==> src/rtl/mem_lsu.sv <==
// mem_lsu: MEM-stage load/store unit for the RV64 pipeline.
// Turns ex_mem load/store requests into a valid/ready bus transaction
// (one outstanding, in-order responses), aligns byte lanes, sign/zero-extends
// loads, and raises misalignment, access-fault and timeout exceptions.
// Ports:
//   clk, rst                 clock, asynchronous active-low reset
//   ren_i/wen_i/funct3_i     memory op request, size and signedness
//   addr_i/wdata_i           byte address and right-aligned store data
//   rd_*_i/reg_wen_i         writeback fields passed through to mem_wb
//   inst_addr_i              pc of the instruction
//   bus_req_*                request channel (registered outputs)
//   bus_resp_*               response channel (always accepted)
//   wb_valid_o, rd_*_o       writeback pulse and fields to mem_wb
//   stall_o                  combinational hold request to ctrl
//   exc_*_o                  exception pulse, cause and faulting address
module mem_lsu #(
  parameter int unsigned XLEN    = 64,
  parameter int unsigned ADDR_W  = 64,
  parameter int unsigned TIMEOUT = 255
) (
  input  logic                 clk,
  input  logic                 rst,
  input  logic                 ren_i,
  input  logic                 wen_i,
  input  logic [2:0]           funct3_i,
  input  logic [ADDR_W-1:0]    addr_i,
  input  logic [XLEN-1:0]      wdata_i,
  input  logic [4:0]           rd_waddr_i,
  input  logic [XLEN-1:0]      rd_wdata_i,
  input  logic                 reg_wen_i,
  input  logic [ADDR_W-1:0]    inst_addr_i,
  output logic                 bus_req_valid_o,
  input  logic                 bus_req_ready_i,
  output logic                 bus_req_we_o,
  output logic [ADDR_W-1:0]    bus_req_addr_o,
  output logic [XLEN-1:0]      bus_req_wdata_o,
  output logic [XLEN/8-1:0]    bus_req_wstrb_o,
  input  logic                 bus_resp_valid_i,
  input  logic [XLEN-1:0]      bus_resp_rdata_i,
  input  logic                 bus_resp_err_i,
  output logic                 wb_valid_o,
  output logic [4:0]           rd_waddr_o,
  output logic [XLEN-1:0]      rd_wdata_o,
  output logic                 reg_wen_o,
  output logic [ADDR_W-1:0]    inst_addr_o,
  output logic                 stall_o,
  output logic                 exc_valid_o,
  output logic [3:0]           exc_cause_o,
  output logic [ADDR_W-1:0]    exc_tval_o
);

  localparam int unsigned STRB_W = XLEN / 8;
  localparam int unsigned OFF_W  = $clog2(STRB_W);
  localparam int unsigned CNT_W  = (TIMEOUT > 0) ? $clog2(TIMEOUT + 1) : 1;

  typedef enum logic [1:0] {
    S_IDLE = 2'd0,
    S_REQ  = 2'd1,
    S_WAIT = 2'd2
  } state_e;

  state_e              state_q, state_d;
  logic                drop_q, drop_d;
  logic [CNT_W-1:0]    cnt_q, cnt_d;

  // Latched operation for the transaction in flight
  logic                op_we_q, op_we_d;
  logic [2:0]          op_f3_q, op_f3_d;
  logic [ADDR_W-1:0]   op_addr_q, op_addr_d;
  logic [4:0]          op_rd_q, op_rd_d;
  logic                op_rwen_q, op_rwen_d;
  logic [ADDR_W-1:0]   op_pc_q, op_pc_d;

  logic                bus_req_valid_q, bus_req_valid_d;
  logic                bus_req_we_q, bus_req_we_d;
  logic [ADDR_W-1:0]   bus_req_addr_q, bus_req_addr_d;
  logic [XLEN-1:0]     bus_req_wdata_q, bus_req_wdata_d;
  logic [STRB_W-1:0]   bus_req_wstrb_q, bus_req_wstrb_d;
  logic                wb_valid_q, wb_valid_d;
  logic [4:0]          rd_waddr_q, rd_waddr_d;
  logic [XLEN-1:0]     rd_wdata_q, rd_wdata_d;
  logic                reg_wen_q, reg_wen_d;
  logic [ADDR_W-1:0]   inst_addr_q, inst_addr_d;
  logic                exc_valid_q, exc_valid_d;
  logic [3:0]          exc_cause_q, exc_cause_d;
  logic [ADDR_W-1:0]   exc_tval_q, exc_tval_d;

  logic                stall_c;
  logic                misalign_c;
  logic [STRB_W-1:0]   strb_mask_c;
  logic [XLEN-1:0]     rsh_c;
  logic [XLEN-1:0]     load_data_c;
  logic                resp_ok_c;

  // Natural-alignment check and byte-lane mask for the requested size
  always_comb begin
    misalign_c  = 1'b0;
    strb_mask_c = '0;
    case (funct3_i[1:0])
      2'd0: begin misalign_c = 1'b0;           strb_mask_c = STRB_W'(1);   end
      2'd1: begin misalign_c = addr_i[0];      strb_mask_c = STRB_W'(3);   end
      2'd2: begin misalign_c = |addr_i[1:0];   strb_mask_c = STRB_W'(15);  end
      default: begin misalign_c = |addr_i[2:0]; strb_mask_c = STRB_W'(255); end
    endcase
  end

  // Right-align the addressed lanes of the response, then extend
  always_comb begin
    rsh_c = bus_resp_rdata_i >> {op_addr_q[OFF_W-1:0], 3'b000};
    case (op_f3_q)
      3'b000:  load_data_c = XLEN'($signed(rsh_c[7:0]));
      3'b001:  load_data_c = XLEN'($signed(rsh_c[15:0]));
      3'b010:  load_data_c = XLEN'($signed(rsh_c[31:0]));
      3'b100:  load_data_c = XLEN'(rsh_c[7:0]);
      3'b101:  load_data_c = XLEN'(rsh_c[15:0]);
      3'b110:  load_data_c = XLEN'(rsh_c[31:0]);
      default: load_data_c = rsh_c;
    endcase
  end

  // A response is ours only if no timed-out response is still owed
  assign resp_ok_c = bus_resp_valid_i & ~drop_q;

  // Next-state and registered-output logic
  always_comb begin
    state_d         = state_q;
    drop_d          = drop_q;
    cnt_d           = cnt_q;
    op_we_d         = op_we_q;
    op_f3_d         = op_f3_q;
    op_addr_d       = op_addr_q;
    op_rd_d         = op_rd_q;
    op_rwen_d       = op_rwen_q;
    op_pc_d         = op_pc_q;
    bus_req_valid_d = bus_req_valid_q;
    bus_req_we_d    = bus_req_we_q;
    bus_req_addr_d  = bus_req_addr_q;
    bus_req_wdata_d = bus_req_wdata_q;
    bus_req_wstrb_d = bus_req_wstrb_q;
    wb_valid_d      = 1'b0;
    rd_waddr_d      = rd_waddr_q;
    rd_wdata_d      = rd_wdata_q;
    reg_wen_d       = 1'b0;
    inst_addr_d     = inst_addr_q;
    exc_valid_d     = 1'b0;
    exc_cause_d     = exc_cause_q;
    exc_tval_d      = exc_tval_q;
    stall_c         = 1'b0;

    // The stale response owed after a timeout is swallowed in any state
    if (bus_resp_valid_i && drop_q) drop_d = 1'b0;

    case (state_q)
      S_IDLE: begin
        if (!(ren_i || wen_i)) begin
          wb_valid_d  = 1'b1;
          rd_waddr_d  = rd_waddr_i;
          rd_wdata_d  = rd_wdata_i;
          reg_wen_d   = reg_wen_i;
          inst_addr_d = inst_addr_i;
        end else if (misalign_c) begin
          exc_valid_d = 1'b1;
          exc_cause_d = wen_i ? 4'd6 : 4'd4;
          exc_tval_d  = addr_i;
          rd_waddr_d  = rd_waddr_i;
          inst_addr_d = inst_addr_i;
        end else begin
          state_d         = S_REQ;
          stall_c         = 1'b1;
          op_we_d         = wen_i;
          op_f3_d         = funct3_i;
          op_addr_d       = addr_i;
          op_rd_d         = rd_waddr_i;
          op_rwen_d       = reg_wen_i;
          op_pc_d         = inst_addr_i;
          bus_req_valid_d = 1'b1;
          bus_req_we_d    = wen_i;
          bus_req_addr_d  = {addr_i[ADDR_W-1:OFF_W], OFF_W'(0)};
          bus_req_wdata_d = wen_i ? (wdata_i << {addr_i[OFF_W-1:0], 3'b000}) : '0;
          bus_req_wstrb_d = wen_i ? (strb_mask_c << addr_i[OFF_W-1:0]) : '0;
        end
      end
      S_REQ: begin
        stall_c = 1'b1;
        if (bus_req_ready_i) begin
          bus_req_valid_d = 1'b0;
          state_d         = S_WAIT;
          cnt_d           = '0;
        end
      end
      S_WAIT: begin
        stall_c = 1'b1;
        if (resp_ok_c) begin
          stall_c     = 1'b0;
          state_d     = S_IDLE;
          rd_waddr_d  = op_rd_q;
          inst_addr_d = op_pc_q;
          if (bus_resp_err_i) begin
            exc_valid_d = 1'b1;
            exc_cause_d = op_we_q ? 4'd7 : 4'd5;
            exc_tval_d  = op_addr_q;
          end else begin
            wb_valid_d = 1'b1;
            rd_wdata_d = op_we_q ? '0 : load_data_c;
            reg_wen_d  = op_rwen_q & ~op_we_q;
          end
        end else if ((TIMEOUT != 0) && (cnt_q == CNT_W'(TIMEOUT))) begin
          // Give up; the response still owed by the agent must be discarded
          stall_c     = 1'b0;
          state_d     = S_IDLE;
          drop_d      = 1'b1;
          exc_valid_d = 1'b1;
          exc_cause_d = op_we_q ? 4'd7 : 4'd5;
          exc_tval_d  = op_addr_q;
          rd_waddr_d  = op_rd_q;
          inst_addr_d = op_pc_q;
        end else begin
          cnt_d = cnt_q + CNT_W'(1);
        end
      end
      default: state_d = S_IDLE;
    endcase
  end

  // State and output registers
  always_ff @(posedge clk or negedge rst) begin
    if (!rst) begin
      state_q         <= S_IDLE;
      drop_q          <= 1'b0;
      cnt_q           <= '0;
      op_we_q         <= 1'b0;
      op_f3_q         <= '0;
      op_addr_q       <= '0;
      op_rd_q         <= '0;
      op_rwen_q       <= 1'b0;
      op_pc_q         <= '0;
      bus_req_valid_q <= 1'b0;
      bus_req_we_q    <= 1'b0;
      bus_req_addr_q  <= '0;
      bus_req_wdata_q <= '0;
      bus_req_wstrb_q <= '0;
      wb_valid_q      <= 1'b0;
      rd_waddr_q      <= '0;
      rd_wdata_q      <= '0;
      reg_wen_q       <= 1'b0;
      inst_addr_q     <= '0;
      exc_valid_q     <= 1'b0;
      exc_cause_q     <= '0;
      exc_tval_q      <= '0;
    end else begin
      state_q         <= state_d;
      drop_q          <= drop_d;
      cnt_q           <= cnt_d;
      op_we_q         <= op_we_d;
      op_f3_q         <= op_f3_d;
      op_addr_q       <= op_addr_d;
      op_rd_q         <= op_rd_d;
      op_rwen_q       <= op_rwen_d;
      op_pc_q         <= op_pc_d;
      bus_req_valid_q <= bus_req_valid_d;
      bus_req_we_q    <= bus_req_we_d;
      bus_req_addr_q  <= bus_req_addr_d;
      bus_req_wdata_q <= bus_req_wdata_d;
      bus_req_wstrb_q <= bus_req_wstrb_d;
      wb_valid_q      <= wb_valid_d;
      rd_waddr_q      <= rd_waddr_d;
      rd_wdata_q      <= rd_wdata_d;
      reg_wen_q       <= reg_wen_d;
      inst_addr_q     <= inst_addr_d;
      exc_valid_q     <= exc_valid_d;
      exc_cause_q     <= exc_cause_d;
      exc_tval_q      <= exc_tval_d;
    end
  end

  assign bus_req_valid_o = bus_req_valid_q;
  assign bus_req_we_o    = bus_req_we_q;
  assign bus_req_addr_o  = bus_req_addr_q;
  assign bus_req_wdata_o = bus_req_wdata_q;
  assign bus_req_wstrb_o = bus_req_wstrb_q;
  assign wb_valid_o      = wb_valid_q;
  assign rd_waddr_o      = rd_waddr_q;
  assign rd_wdata_o      = rd_wdata_q;
  assign reg_wen_o       = reg_wen_q;
  assign inst_addr_o     = inst_addr_q;
  assign exc_valid_o     = exc_valid_q;
  assign exc_cause_o     = exc_cause_q;
  assign exc_tval_o      = exc_tval_q;
  // Held low during reset so ctrl sees every output at 0
  assign stall_o         = stall_c & rst;

endmodule

==> config.mk <==
export PLATFORM = sky130hd
export DESIGN_NAME = mem_lsu
export DESIGN_NICKNAME = d
export VERILOG_FILES = /design/src/rtl/mem_lsu.sv
export SDC_FILE = /design/constraint.sdc
export NUM_CORES = 1
export LEC_CHECK = 0
export ABC_AREA = 1
export CAP_MARGIN = 15
export CORE_AREA = 2 2 264 266
export DETAILED_ROUTE_END_ITERATION = 8
export DIE_AREA = 0 0 266 268
export HOLD_SLACK_MARGIN = 0.02
export PLACE_DENSITY = 0.69
export SYNTH_ARGS = -nofsm -noshare
export SYNTH_HDL_FRONTEND = slang
export SYNTH_SLANG_ARGS = --single-unit
==> constraint.sdc <==
create_clock -name clk -period 2.9 [get_ports clk]
set_input_delay 0.435 -clock clk [delete_from_list [all_inputs] [get_ports clk]]
set_output_delay 0.435 -clock clk [all_outputs]
set_load 0.005 [all_outputs]
* After elaboration in Yosys (flattened, before gate mapping) *
Index checks and enable logic that the tools add are counted.

storage, ports and cells
  register bits = 487
  input bits = 336
  output and inout bits = 343
  word-level logic and storage cells = 141

cells by class
  add/sub/neg operators = 1
  equality and inequality tests = 22
  shifts and indexed selects = 3
  muxes and demuxes = 71
  bitwise operators = 6
  reductions and logical operators = 17

operators with widths
  operator                                                       number
  64-bit two-way mux                                             14
  64-bit one-hot mux with 2 select lines                         3
  64-bit one-hot mux with 6 select lines                         1
  64-bit by 6-bit left shift with 64-bit output                  1
  64-bit by 6-bit >> shifter with 64-bit output                  1
  8-bit two-way mux                                              4
  8-bit one-hot mux with 3 select lines                          1
  1-bit two-way mux                                              22
  4-bit two-way mux                                              5
  5-bit two-way mux                                              4
  2-bit != test, second input constant                           9
  8-bit one-hot mux with 2 select lines                          1
  4-bit AND reduction                                            4
  2-bit two-way mux                                              7
  5-bit one-hot mux with 2 select lines                          1
  3-bit == test, second input constant                           3
  3-bit != test, second input constant                           3
  8-bit by 1-bit adder with 8-bit output, second input constant  1
  8-bit == test, second input constant                           1
  1-bit one-hot mux with 2 select lines                          4
  4-bit one-hot mux with 2 select lines                          1
  8-bit by 3-bit left shift with 8-bit output                    1
  1-bit one-hot mux with 3 select lines                          2
  2-bit one-hot mux with 3 select lines                          1
  15 further kinds                                               25

* Longest topological paths before layout *
Gate-level depths: netlist of the first run.

  word-level depth = 6
  mapped depth = 12
  depth with buffers taken out = 10

* Least setup slack after synthesis of the first run *
No wires, ideal clock.

  kind = input port to output port
  start = in addr_i[1]
  end = out stall_o
  data arrival time = 1620 ps
  data required time = 2465 ps
  slack = 845 ps
  cell stages on the path = 10
  buffers on the path = 3
  cells stage by stage = buf_2 clkinv_2 nand2_2 o21ai_1 nand3_2 inv_2 nor2_4 buf_6 buf_4 nor2_1

on the way
  cells in the longest elaborated chain, start to end = 6
  elaborated cells between the ends (all ways) = 7
  classes of those cells = mux: 4; bitwise: 1; reduce/logical: 2

ends and longest elaborated chain
  what                                                      RTL line  text
  start: declaration                                        26        input logic [ADDR_W-1:0] addr_i,
  3-bit OR reduction or 2-bit OR reduction (tied branches)  103, 102
  1-bit one-hot mux with 3 select lines (*)                 99        case (funct3_i[1:0])
  1-bit two-way mux (*)                                     161       end else if (misalign_c) begin
  1-bit two-way mux (*)                                     155       if (!(ren_i || wen_i)) begin
  1-bit one-hot mux with 3 select lines (*)                 153       case (state_q)
  1-bit bitwise AND (*)                                     290       assign stall_o = stall_c & rst;
  end: declaration                                          46        output logic stall_o,

Mark *: on every way between the ends. The rest lies on a longest branch, timed or not.

* Final worst setup path of the first run *
  start = reg cnt_q[0]
  end = out stall_o

on the way
  cells in the longest elaborated chain, start to end = 5

ends and longest elaborated chain
  what                                   RTL line  text
  start: declaration                     64        logic [CNT_W-1:0] cnt_q, cnt_d;
  start signal: assignment               253       cnt_q <= cnt_d;
  8-bit == test                          207       end else if ((TIMEOUT != 0) && (cnt_q == CNT_W'(TIMEOUT))) begin
  1-bit two-way mux                      207
  1-bit two-way mux                      193       if (resp_ok_c) begin
  1-bit one-hot mux with 3 select lines  153
  1-bit bitwise AND                      290

Every way passes these cells.

==> qor.txt, run 1 <==
Die W = 266 µm
Synth Flop Type = dfrtp_1
Leak = 13.7 nW
first-pass GRT wire length = 123000 µm
Largest stage delay, worst path = 400 ps
Final setup viols = 0
post-synth top area share = 0.479
Tightest Hold Check Type = input port to asynchronous set/reset pin
Via Count = 21500
Final Wtd Congestion = 0.955
htree depth = 2
Worst-Skew Late Latency = 610 ps
Worst slew margin = 0.291
remaining antenna violation count = 0
worst-margin pin slew = 1060 ps
Initial Util = 0.325
reg2reg setup slack = 450 ps
Total Routing Usage GR = 0.223
pwr dens = 1040 mW/mm²
Max Cap Viol = 0
crit start category = register
Yosys reg bits = 425
Slew Viols, Final = 0
initial antenna violation count = 18
critical path class = register to output pin
CTS sink cnt = 425
Util after Layout = 0.453
clk root buf = clkbuf_16
fin nets = 3737
post-CTS setup buffer count = 0
P&R area growth vs syn = 39.2%
number of synthesized flops with an enable pin = 0
worst endpoint required time = 2470 ps
Slowest-stage cell, CP = dfrtp_1
post-detailed-routing wire length = 82700 µm
CTS tree = done
clock-pin slew of the registers on the worst-case setup and hold paths = 60 ps
peak fanout along the critical path = 5
Final Critical Period = 2710 ps
status = finished, final reports clean
most frequent cells in the layout = 721 x nand2_1, 670 x clkdlybuf4s50_1, 423 x dfrtp_1
worst vdd ir = 0.578 mV
dpl hpwl = 60200 µm
Synth warnings = 0
Post-Route Skew = 36.5 ps
TritonCTS Buffers = 49
Final Hold Violating Endpoints = 0
layout cell share with drive strength beyond 1 = 0.0550
critical path endpoint category = output pin
row count = 96
via/cell ratio = 4.96
most area-hungry cell type in the Yosys netlist = dfrtp_1
wire length per cell = 19.1 µm
Area contributors post-synth = dfrtp_1 48%, nand2_1 12%, o21ai_0 8.9%
vias in the first global route = 20100
commonest non-fill, non-tap cell in the layout = nand2_1
# IOs = 679
Fmax = 370 MHz
CP arrival = 2270 ps
largest net degree at the start of global routing = 174
GRT Residual Overflow = 0
post-synthesis sequential area ratio = 0.479
number of port buffers = 674
drt first pass iters = 7
Core Area = 0.0682 mm²
Synth Instances = 2893
Mean Syn Cell Area = 7.67 µm²
RSZ-0062 raised after global routing = no
post-synthesis async set-or-reset flop share = 1.00
Final period util = 0.933
Die Area = 0.0713 mm²
DRC viols = 0
Die Y = 268 µm
Clock Path Buffers = 3
hold slack = 333 ps
synthesized area = 0.0222 mm²
worst path cell trace = ha_2 -> nand3_1 -> inv_2 -> nand4_2 -> nand2_1 -> nand2_1 -> nor2_4 -> nor2_4 -> dlygate4sd2_1
Initial DRC Count = 1949
Netlist cell types = 43
==> state kept, by name, summed over array words and instances, names as in the netlist <==
register         cells
inst_addr_o         64
rd_waddr_o           5
exc_tval_o          64
reg_wen_o            1
state_q              2
bus_req_wdata_o     64
drop_q               1
bus_req_valid_o      1
op_pc_q             64
wb_valid_o           1
bus_req_wstrb_o      8
cnt_q                8
op_rd_q              5
exc_cause_o          3
op_f3_q              3
rd_wdata_o          64
exc_valid_o          1
bus_req_addr_o       1
op_addr_q           63
bus_req_we_o         1
op_rwen_q            1
==> cells in the mapped netlist, types with 2 or more instances <==
cell type / count
nand2_1: 721
buf_2: 54
buf_6: 3
or2_2: 16
a21oi_2: 9
dfrtp_1: 425
buf_4: 85
mux2i_1: 4
o211ai_1: 25
nor2_1: 196
nand2_2: 2
o21ai_0: 396
a21oi_1: 249
buf_1: 17
o21a_1: 67
inv_2: 12
a22o_1: 36
o31ai_1: 5
nand3_1: 183
nor3_1: 6
a31oi_1: 2
nand4_1: 3
nor3b_1: 2
nand3_2: 2
clkbuf_1: 115
inv_1: 183
o21ai_1: 56
xor2_1: 2
nor2_4: 3
==> cell families after synthesis <==
| logic type | share of synthesized area |
|---|---|
| compound gates | 0.211 |
| xor+xnor | 0.000789 |
| fa+ha+maj | 0.000563 |
| buf+inv | 0.0983 |
| flops | 0.479 |
| mux | 0.00180 |
| other cells | 0.000169 |
| simple gates | 0.208 |
==> where the power goes <==
group | switching [mW] | leakage (nW) | internal [mW]
logic | 8.31 | 7.68 | 7.09
clock network | 2.65 | 0.834 | 3.88
registers | 1.64 | 5.19 | 8.66
==> worst max-delay path, delay by kind of cell (launching register included) <==
family | cells | cell delay, ps
and+or+nand+nor | 6 | 680
adders and majority gates | 1 | 220
DFF | 1 | 400
buffers and inverters | 2 | 370
==> area by class of cell <==
cell class                      count  area [µm²]
Antenna cell                       11        27.5
Sequential cell                   425       10600
Clock inverter                     21         310
Fill cell                        6669       37300
Inverter                          197         746
Tap cell                          882        1100
Clock buffer                       69        1380
Timing Repair Buffer              728        7290
Multi-Input combinational cell   1999        9420
==> routing by layer <==
layer  up-vias  track usage  share of wire
li1      10500            -              -
met1      9905        0.277           0.40
met2       923        0.356           0.46
met3       168       0.0751           0.10
met4        18       0.0916          0.041
met5         -            0         0.0013
==> final timing paths <==
path,start,to,cells after the start
max,cnt_q[0],stall_o,9
min,rst,op_addr_q[2],2
max reg2reg,op_addr_q[0],rd_wdata_o[55],10
min reg2reg,bus_req_wstrb_o[5],bus_req_wstrb_o[5],2
max in group asynchronous,rst,rd_wdata_o[25],3
min in group clk,addr_i[21],op_addr_q[21],3
==> metrics by stage <==
step                      TNS, ps  total power [mW]  setup slack, ps  instances  area [µm²]
after CTS                       0              32.5              117       4321       30900
after global placement       -110              25.5             -110       4230       29200
after global routing            0              34.5             10.6       4329       30900
after detailed placement    -81.7              25.8            -81.7       4230       29200
final                           0              32.2              195       4332       30900
after floorplan                 0              18.4              845       2896       22200
==> timing repair <==
action	4_1_cts	5_1_grt
gates resized for setup	4	1
pin swaps	0	0
hold buffers	1	0
hold endpoints to repair	28	0
setup endpoints to repair	1	1
No activity file was read; power rests on OpenSTA's default activity.
==> run 2, diff against run 1 <==
clock period = 3.25 ns   (was 2.9 ns; I/O delays follow)
==> run 2 against run 1 <==
Die area unchanged. Largest cell class unchanged. Global-route usage rose by 0.31 points. Final cell count shrank 0.12%. Worst setup slack got worse by 3.2 ps. Sequential power decreased by 10%. Critical path depth is the same. Non-clock buffer count decreased by 6. Clock skew is 15 ps lower. First-iteration DRC count is 0.97% lower. Via count rose by 0.63%. Design area about the same.
==> qor.txt, run 2 (same netlist as run 1, synthesis figures left out) <==
status = finished, final reports clean
Tightest Hold Check Type = input port to asynchronous set/reset pin
number of port buffers = 674
Die Area = 0.0713 mm²
reg2reg setup slack = 520 ps
pwr dens = 934 mW/mm²
clk root buf = clkbuf_16
worst endpoint required time = 2760 ps
critical path endpoint category = output pin
Util after Layout = 0.453
Largest stage delay, worst path = 580 ps
wire length per cell = 19.2 µm
commonest non-fill, non-tap cell in the layout = nand2_1
Initial DRC Count = 1930
crit-path most repeated cell = nand2_1
WP buf/inv = 2
Final Wtd Congestion = 0.939
GRT Residual Overflow = 0
Worst slew margin = 0.262
peak fanout along the critical path = 5
layout cell share with drive strength beyond 1 = 0.0539
worst vdd ir = 0.537 mV
Layout fillers = 6695
RSZ-0062 raised after global routing = no
CP arrival = 2570 ps
Post-Route Skew = 22.0 ps
Die Y = 268 µm
drt first pass iters = 6
Leak = 13.7 nW
vias in the first global route = 20400
Final period util = 0.941
Worst-Skew Late Latency = 600 ps
Clock Path Buffers = 3
post-detailed-routing wire length = 83200 µm
critical path class = register to output pin
setup_tns = 0 ps
Top Layer Used = met5
CTS sink cnt = 425
worst-margin pin slew = 1110 ps
initial antenna violation count = 12
most frequent cells in the layout = 721 x nand2_1, 671 x clkdlybuf4s50_1, 423 x dfrtp_1
Tot Pwr = 28.9 mW
CTS tree = done
P&R area growth vs syn = 39.3%
register area = 0.0106 mm²
row count = 96
Max Cap Viol = 0
Metal-1 WL = 34100 µm
first-pass GRT wire length = 125000 µm
post-CTS setup buffer count = 0
TritonCTS Buffers = 49
met2 routed WL = 39300 µm
crit start category = register
CP top delay family = simple AND/OR/NAND/NOR gates
Slew Viols, Final = 0
worst path cell trace = ha_1 -> nand3_1 -> inv_2 -> nand4_2 -> nand2_1 -> nand2_1 -> nor2_4 -> nor2_2 -> clkdlybuf4s50_1
Core Area = 0.0682 mm²
Total Routing Usage GR = 0.226
Die W = 266 µm
Initial Util = 0.325
largest net degree at the start of global routing = 186
Final setup viols = 0
Slowest-stage cell, CP = clkdlybuf4s50_1
Met3 Wirelength = 7090 µm
Via Count = 21600
hold slack = 337 ps
Final Critical Period = 3060 ps
remaining antenna violation count = 0
Final Hold Violating Endpoints = 0
via/cell ratio = 5.00
Fmax = 327 MHz
area of the multi-input gates = 0.00941 mm²
dpl hpwl = 59800 µm
fin nets = 3731
htree depth = 2
clock-pin slew of the registers on the worst-case setup and hold paths = 60 ps
DRC viols = 0
# IOs = 679
[run 2: changes by cell type in the layout (fill, tap and decap cells not counted), sizes merged, moves of 2 or more]
cell	before	now
buf	56	50
clkbuf	69	73
clkinv	14	9
clkinvlp	0	2
[run 2: timing repair]
item | 4_1_cts | 5_1_grt
hold buffers | 1 | 0
setup endpoints to repair | 1 | 1
gates resized for setup | 1 | 1
pin swaps | 0 | 0
hold endpoints to repair | 25 | 0
[run 2: path summary, 6_finish.rpt]
kind                                     start              to  cells after the start
worst max-delay path                  cnt_q[0]         stall_o                      9
worst min-delay path                       rst   rd_waddr_o[0]                      2
worst max register to register    op_addr_q[0]  rd_wdata_o[55]                     10
worst min register to register  exc_cause_o[2]  exc_cause_o[2]                      1
max in group asynchronous                  rst  rd_wdata_o[30]                      4
min in group clk                exc_cause_o[2]  exc_cause_o[2]                      1
[run 2: metal layers]
metal | vias up | track usage
met5 | - | 0
met4 | 6 | 0.0788
li1 | 10500 | -
met1 | 10200 | 0.288
met3 | 128 | 0.0588
met2 | 880 | 0.372
[run 2: layout make-up]
| type | count | area share |
|---|---|---|
| sequential | 425 | 0.344 |
| multi-input combinational | 1999 | 0.304 |
| timing repair buffer | 722 | 0.234 |
| clock buffer | 73 | 0.0468 |
| tap | 882 | 0.0357 |
| inverter | 197 | 0.0241 |
| clock inverter | 19 | 0.00987 |
| antenna | 10 | 0.000809 |
[run 2: where the power goes]
part	leakage [nW]	internal (mW)	switching, mW
logic	7.65	6.28	7.40
clock network	0.854	3.59	2.36
registers	5.19	7.73	1.51
[run 2: per-stage QoR]
stage          setup WS, ps  cell area, µm²  std cells
6_report                191           30900       4327
5_1_grt                12.4           30900       4326
4_1_cts                36.1           30900       4317
3_5_place_dp            157           29100       4224
3_3_place_gp            197           29100       4224
2_1_floorplan          1090           22200       2896
[run 2: worst register-to-register path: stages, from the launching register on]
cell	delay [ps]
dfrtp_2	400
inv_2	470
nand2_1	160
nand3_1	130
nand2_1	60
nand2_1	90
nand3_2	280
nand2_2	510
buf_4	260
o21ai_1	100
a21oi_1	170
